===== src/rtl/pcie_ss_hdr_pkg.sv =====
// PCIe SS power-user header helpers: fmttype field location and message classification.
package pcie_ss_hdr_pkg;

  localparam int HDR_WIDTH = 8;

  typedef logic [HDR_WIDTH-1:0] fmttype_t;

  // Msg/MsgD: fmt = 001/011 and type[4:3] = 2'b10; the routing subfield is not constrained.
  function automatic logic is_msg_fmttype(input fmttype_t ft);
    return (ft[7] == 1'b0) && (ft[5] == 1'b1) && (ft[4:3] == 2'b10);
  endfunction

endpackage


===== src/rtl/st2mm_pkg.sv =====
// Shared ST2MM definitions: TX arbiter states, source selectors and counter width.
package st2mm_pkg;

  typedef enum logic [1:0] {
    ST_IDLE      = 2'd0,
    ST_OWN_MMIO  = 2'd1,
    ST_OWN_UMSG  = 2'd2,
    ST_DROP_UMSG = 2'd3
  } arb_state_e;

  typedef enum logic {
    SRC_MMIO = 1'b0,
    SRC_UMSG = 1'b1
  } src_sel_e;

  localparam int DROP_CNT_WIDTH = 16;

endpackage


===== src/rtl/st2mm_tx_pipe_reg.sv =====
// One-deep AXI-S register slice; only the valid flag is reset, payload is load-enabled.
module st2mm_tx_pipe_reg #(
  parameter int TDATA_WIDTH = 512,
  parameter int TUSER_WIDTH = 10
) (
  input  logic                     clk,
  input  logic                     rst_n,
  input  logic                     up_tvalid,
  output logic                     up_tready,
  input  logic [TDATA_WIDTH-1:0]   up_tdata,
  input  logic [TDATA_WIDTH/8-1:0] up_tkeep,
  input  logic                     up_tlast,
  input  logic [TUSER_WIDTH-1:0]   up_tuser_vendor,
  output logic                     dn_tvalid,
  input  logic                     dn_tready,
  output logic [TDATA_WIDTH-1:0]   dn_tdata,
  output logic [TDATA_WIDTH/8-1:0] dn_tkeep,
  output logic                     dn_tlast,
  output logic [TUSER_WIDTH-1:0]   dn_tuser_vendor
);

  logic                     valid_reg;
  logic [TDATA_WIDTH-1:0]   data_reg;
  logic [TDATA_WIDTH/8-1:0] keep_reg;
  logic                     last_reg;
  logic [TUSER_WIDTH-1:0]   user_reg;

  assign up_tready = ~valid_reg | dn_tready;

  always_ff @(posedge clk or negedge rst_n) begin
    if (!rst_n) begin
      valid_reg <= 1'b0;
    end else if (up_tready) begin
      valid_reg <= up_tvalid;
    end
  end

  always_ff @(posedge clk) begin
    if (up_tready && up_tvalid) begin
      data_reg <= up_tdata;
      keep_reg <= up_tkeep;
      last_reg <= up_tlast;
      user_reg <= up_tuser_vendor;
    end
  end

  assign dn_tvalid       = valid_reg;
  assign dn_tdata        = data_reg;
  assign dn_tkeep        = keep_reg;
  assign dn_tlast        = last_reg;
  assign dn_tuser_vendor = user_reg;

endmodule


===== src/rtl/st2mm_tx_packet_mux.sv =====
// Packet-granular round-robin merge of MMIO completions and UMSG messages onto the TX stream,
// discarding UMSG packets whose first-beat fmttype is not a message.
module st2mm_tx_packet_mux
  import st2mm_pkg::*;
  import pcie_ss_hdr_pkg::*;
#(
  parameter int TDATA_WIDTH = 512,
  parameter int TUSER_WIDTH = 10
) (
  input  logic                      clk,
  input  logic                      rst_n,
  input  logic                      mmio_tvalid,
  output logic                      mmio_tready,
  input  logic [TDATA_WIDTH-1:0]    mmio_tdata,
  input  logic [TDATA_WIDTH/8-1:0]  mmio_tkeep,
  input  logic                      mmio_tlast,
  input  logic [TUSER_WIDTH-1:0]    mmio_tuser_vendor,
  input  logic                      umsg_tvalid,
  output logic                      umsg_tready,
  input  logic [TDATA_WIDTH-1:0]    umsg_tdata,
  input  logic [TDATA_WIDTH/8-1:0]  umsg_tkeep,
  input  logic                      umsg_tlast,
  input  logic [TUSER_WIDTH-1:0]    umsg_tuser_vendor,
  output logic                      tx_tvalid,
  input  logic                      tx_tready,
  output logic [TDATA_WIDTH-1:0]    tx_tdata,
  output logic [TDATA_WIDTH/8-1:0]  tx_tkeep,
  output logic                      tx_tlast,
  output logic [TUSER_WIDTH-1:0]    tx_tuser_vendor,
  output logic [DROP_CNT_WIDTH-1:0] umsg_drop_cnt
);

  arb_state_e                state_reg, state_next;
  src_sel_e                  rr_last_reg, rr_last_next;
  logic [DROP_CNT_WIDTH-1:0] drop_cnt_reg;

  src_sel_e                  sel;
  logic                      mmio_rdy, umsg_rdy, drop_start;
  logic                      umsg_is_msg;
  logic                      pipe_tvalid, pipe_tready;
  logic [TDATA_WIDTH-1:0]    pipe_tdata;
  logic [TDATA_WIDTH/8-1:0]  pipe_tkeep;
  logic                      pipe_tlast;
  logic [TUSER_WIDTH-1:0]    pipe_tuser;

  assign umsg_is_msg = is_msg_fmttype(umsg_tdata[HDR_WIDTH-1:0]);

  always_comb begin
    state_next   = state_reg;
    rr_last_next = rr_last_reg;
    sel          = SRC_MMIO;
    mmio_rdy     = 1'b0;
    umsg_rdy     = 1'b0;
    pipe_tvalid  = 1'b0;
    drop_start   = 1'b0;
    case (state_reg)
      ST_IDLE: begin
        // Winner's first beat is taken in the decision cycle, so there is no arbitration bubble.
        if (mmio_tvalid && (!umsg_tvalid || rr_last_reg == SRC_UMSG)) begin
          sel         = SRC_MMIO;
          mmio_rdy    = pipe_tready;
          pipe_tvalid = 1'b1;
          if (pipe_tready) begin
            if (mmio_tlast) rr_last_next = SRC_MMIO;
            else            state_next   = ST_OWN_MMIO;
          end
        end else if (umsg_tvalid) begin
          sel = SRC_UMSG;
          if (umsg_is_msg) begin
            umsg_rdy    = pipe_tready;
            pipe_tvalid = 1'b1;
            if (pipe_tready) begin
              if (umsg_tlast) rr_last_next = SRC_UMSG;
              else            state_next   = ST_OWN_UMSG;
            end
          end else begin
            // Dropped beats never touch the output slice, so they sink regardless of tx_tready.
            umsg_rdy   = 1'b1;
            drop_start = 1'b1;
            if (umsg_tlast) rr_last_next = SRC_UMSG;
            else            state_next   = ST_DROP_UMSG;
          end
        end
      end
      ST_OWN_MMIO: begin
        sel         = SRC_MMIO;
        mmio_rdy    = pipe_tready;
        pipe_tvalid = mmio_tvalid;
        if (mmio_tvalid && pipe_tready && mmio_tlast) begin
          state_next   = ST_IDLE;
          rr_last_next = SRC_MMIO;
        end
      end
      ST_OWN_UMSG: begin
        sel         = SRC_UMSG;
        umsg_rdy    = pipe_tready;
        pipe_tvalid = umsg_tvalid;
        if (umsg_tvalid && pipe_tready && umsg_tlast) begin
          state_next   = ST_IDLE;
          rr_last_next = SRC_UMSG;
        end
      end
      ST_DROP_UMSG: begin
        sel      = SRC_UMSG;
        umsg_rdy = 1'b1;
        if (umsg_tvalid && umsg_tlast) begin
          state_next   = ST_IDLE;
          rr_last_next = SRC_UMSG;
        end
      end
      default: state_next = ST_IDLE;
    endcase
  end

  always_ff @(posedge clk or negedge rst_n) begin
    if (!rst_n) begin
      state_reg    <= ST_IDLE;
      rr_last_reg  <= SRC_UMSG;
      drop_cnt_reg <= '0;
    end else begin
      state_reg   <= state_next;
      rr_last_reg <= rr_last_next;
      if (drop_start && drop_cnt_reg != '1) begin
        drop_cnt_reg <= drop_cnt_reg + 16'd1;
      end
    end
  end

  // Readies are held low for the whole reset window, not just from the next edge.
  assign mmio_tready   = mmio_rdy & rst_n;
  assign umsg_tready   = umsg_rdy & rst_n;
  assign umsg_drop_cnt = drop_cnt_reg;

  assign pipe_tdata = (sel == SRC_UMSG) ? umsg_tdata        : mmio_tdata;
  assign pipe_tkeep = (sel == SRC_UMSG) ? umsg_tkeep        : mmio_tkeep;
  assign pipe_tlast = (sel == SRC_UMSG) ? umsg_tlast        : mmio_tlast;
  assign pipe_tuser = (sel == SRC_UMSG) ? umsg_tuser_vendor : mmio_tuser_vendor;

  st2mm_tx_pipe_reg #(
    .TDATA_WIDTH (TDATA_WIDTH),
    .TUSER_WIDTH (TUSER_WIDTH)
  ) u_pipe (
    .clk             (clk),
    .rst_n           (rst_n),
    .up_tvalid       (pipe_tvalid),
    .up_tready       (pipe_tready),
    .up_tdata        (pipe_tdata),
    .up_tkeep        (pipe_tkeep),
    .up_tlast        (pipe_tlast),
    .up_tuser_vendor (pipe_tuser),
    .dn_tvalid       (tx_tvalid),
    .dn_tready       (tx_tready),
    .dn_tdata        (tx_tdata),
    .dn_tkeep        (tx_tkeep),
    .dn_tlast        (tx_tlast),
    .dn_tuser_vendor (tx_tuser_vendor)
  );

endmodule


===== config.mk =====
export PLATFORM = sky130hd
export DESIGN_NAME = st2mm_tx_packet_mux
export DESIGN_NICKNAME = d
export VERILOG_FILES = /design/src/rtl/pcie_ss_hdr_pkg.sv /design/src/rtl/st2mm_pkg.sv /design/src/rtl/st2mm_tx_pipe_reg.sv /design/src/rtl/st2mm_tx_packet_mux.sv
export SDC_FILE = /design/constraint.sdc
export NUM_CORES = 1
export LEC_CHECK = 0
export ABC_AREA = 1
export CAP_MARGIN = 20
export CORE_AREA = 4 4 697 699
export DETAILED_ROUTE_END_ITERATION = 8
export DIE_AREA = 0 0 701 703
export SKIP_CTS_REPAIR_TIMING = 1
export SYNTH_ARGS = -nofsm -noshare
export SYNTH_HDL_FRONTEND = slang
export SYNTH_SLANG_ARGS = --single-unit

===== constraint.sdc =====
create_clock -name clk -period 29.9 [get_ports clk]
set_input_delay 2.99 -clock clk [delete_from_list [all_inputs] [get_ports clk]]
set_output_delay 2.99 -clock clk [all_outputs]
set_load 0.1 [all_outputs]

==> results.toml <==
[synth]
synth_fa_ha_area_frac = 0.0004587
synth_fp_nets = 3939
synth_area_per_cell_um2 = 9.886
yosys-top-cells-area = "edfxtp_1 (65%), nand2_1 (17%), nand3_1 (11%)"
syn_inst = 2759
muxShareOfSynthArea = 0
synthXorXnorAreaFrac = 0.003211
synth_top_area_share = 0.6463
yosys.area_share.simple = 0.2919
yosysUniqueCellTypes = 28
ys_warn_count = 0
synth_compound_area_frac = 0.002569
ys_ff_latch = 607
syn_area_um2 = 27270
ys_seq_area_frac = 0.6647
synth_top_family_by_area = "simple AND/OR/NAND/NOR gates"
yosysTopAreaCell = "edfxtp_1"

[global_routing]
antenna_found_initial = 463
grt_pass1_vias = 28890
grt.overflow.total = 0
grt_pass1_wl_um = 437600
grtUsageTotal = 0.1460
grt_max_degree = 172

[floorplan]
coreArea_um2 = 478600
fp.dieH_um = 703
die_area_um2 = 492800
core.rowCount = 254
start_util = 0.05699
io_pins = 1785
die_x_um = 701

[pwr]
cellLeakagePower_nw = 19.94
ir_drop_uv = 70.88
power_density_nw_per_um2 = 132.6

[sta]
finalHoldViolCount = 0
period_minus_slack_ns = 8.501
rsz0062_at_grt = "no"
worst_clock_skew_ns = 0.04086
relSlewSlack = 0.1697
worst_pin_slew_ns = 1.242
holdWs_ns = 0.4698
setup_violations = 0
finalCritPeriodShare = 0.2843
max_freq_mhz = 117.6
finalSetupTns_ns = 0
maxSlewViolCount = 0

[detailed_routing]
wl_per_cell_um = 34.21
drcViolationCount = 0
dr_total_vias = 31840
via_per_inst = 2.876
drtAntennaViolNets = 0
drt_iter0_drc = 3408
wl_um = 378700
first_pass_iters = 6

[layout]
layout.nets = 5657
final_cell_mix = "clkdlybuf4s50_1 (1,645), nand2_1 (1,269), nand3_1 (601), edfxtp_1 (587), buf_4 (98)"
final_cells = 11070
final_common_cell = "clkdlybuf4s50_1"
synthToLayoutAreaGrowth_pct = 102.4
drive_above_1_share = 0.06918
utilization = 0.1154
largest_reg_flops = 512

[critical_path]
r2r_end = "u_pipe.dn_tdata[362]"
reg2regPathDepth = 9
worst-endpoint-required_ns = 30.32
max_stage_delay_ns = 0.91
crit_fanout = 103
crit_arrival_ns = 8.92
critPathBufInv = 7
worst-setup-path-type = "in -> reg"
setup.worst_path.start_class = "primary input"
path_depth = 12
cpLargestDelayFamily = "buffers and inverters"
worstPathCellList = "clkdlybuf4s50_1, nand2_1, inv_1, nand2_1, nand2_1, a31oi_1, nor2_4, buf_4, buf_12, buf_4, buf_4, buf_4"
crit_start = "umsg_tdata[5]"
cp_slowest_cell = "buf_4"
regToRegStartpoint = "state_reg[1]"
regToRegSetupSlack_ns = 24.04
cpMostUsedCell = "buf_4"
cp-end-kind = "flip-flop"

[cts]
clkTransAtPathRegs_ns = 0.06
clock-root-buffer = "clkbuf_16"
clkLatencyLatePin_ns = 0.82
clock-sinks = 607
cts.path.max_buffers = 4
cts_buffers = 85
cts_tree = "yes"
htreeDepth = 3

[run]
cap_violations = 0

[min_path]
hold_depth = 2
min-delay-path-class = "reg -> reg"
whs_endpoint = "rr_last_reg"
hold_start = "rr_last_reg"

[placement]
routabilityCongestion = 0.9885
dp.cells = 10790
port_buffers = 1784
hpwl_um = 338600

[outcome]
status = "completed"
per-layer routing:
metal  wire (um)   GRT usage  vias up
met3       64640      0.1124     1108
li1            -           -    12980
met4       16820     0.04283      352
met1      135800      0.1558    15030
met5        2367  0.00009615        -
met2      159000      0.2220     2370
through the flow:
step	setup slack, ns	area (um^2)	power (mW)
2_1_floorplan	0.4810	27270	5.078
3_3_place_gp	20.48	52010	6.298
3_5_place_dp	20.48	52230	6.324
4_1_cts	21.36	54870	7.391
5_1_grt	21.12	55010	7.529
6_report	21.40	55210	7.323
worst min-delay path: cells and delay by family (launching register included):
kind	cells	cell delay, ns
simple gates	2	0.09
flops	1	0.37
report_power, final:
| part | leakage (nW) | internal [mW] | switching [mW] |
|---|---|---|---|
| Combinational | 12.8 | 0.842 | 3.83 |
| Clock | 1.29 | 0.576 | 0.454 |
| Sequential | 5.83 | 1.49 | 0.134 |
final cells by class:
cell class,instances,area (um^2)
Antenna cell,132,330.3
Clock buffer,100,2183
Clock inverter,49,457.9
Fill cell,54960,423400
Inverter,21,86.33
Multi-Input combinational cell,1934,8164
Sequential cell,607,18130
Tap cell,6400,8008
Timing Repair Buffer,1828,17850
cell usage after synthesis, drive strengths merged:
cell type and number:
xnor2 3, dfstp 1, nand3 601, nand2 1271, a21oi 5, and2 2
nor3b 1, buf 131, a31oi 1, dfrtp 19, nand4 2, ha 1
o21a 1, inv 21, clkbuf 66, xor2 7, o21ai 4, nor3 4
nor2 30, a21boi 1, edfxtp 587
logic make-up (layout without fill, tap and decap cells):
group / count (synthesis) / after routing
AO/OA/AOI/OAI: 12 / 12
flip-flops: 607 / 607
other: 0 / 132
adder cells (fa/ha/maj): 1 / 1
AND/OR/NAND/NOR: 1911 / 1911
XOR/XNOR: 10 / 10
buffers and inverters: 218 / 1998
how the worst max path moves through the flow:
stage	end	slack (ns)
after floorplan	u_pipe.dn_tdata[0]	0.48
after global placement	u_pipe.dn_tdata[333]	20.48
after detailed placement	u_pipe.dn_tdata[333]	20.48
after CTS	u_pipe.dn_tdata[362]	21.36
after global routing	u_pipe.dn_tdata[362]	21.12
final	u_pipe.dn_tdata[362]	21.40
(Power assumes the default switching activity.)
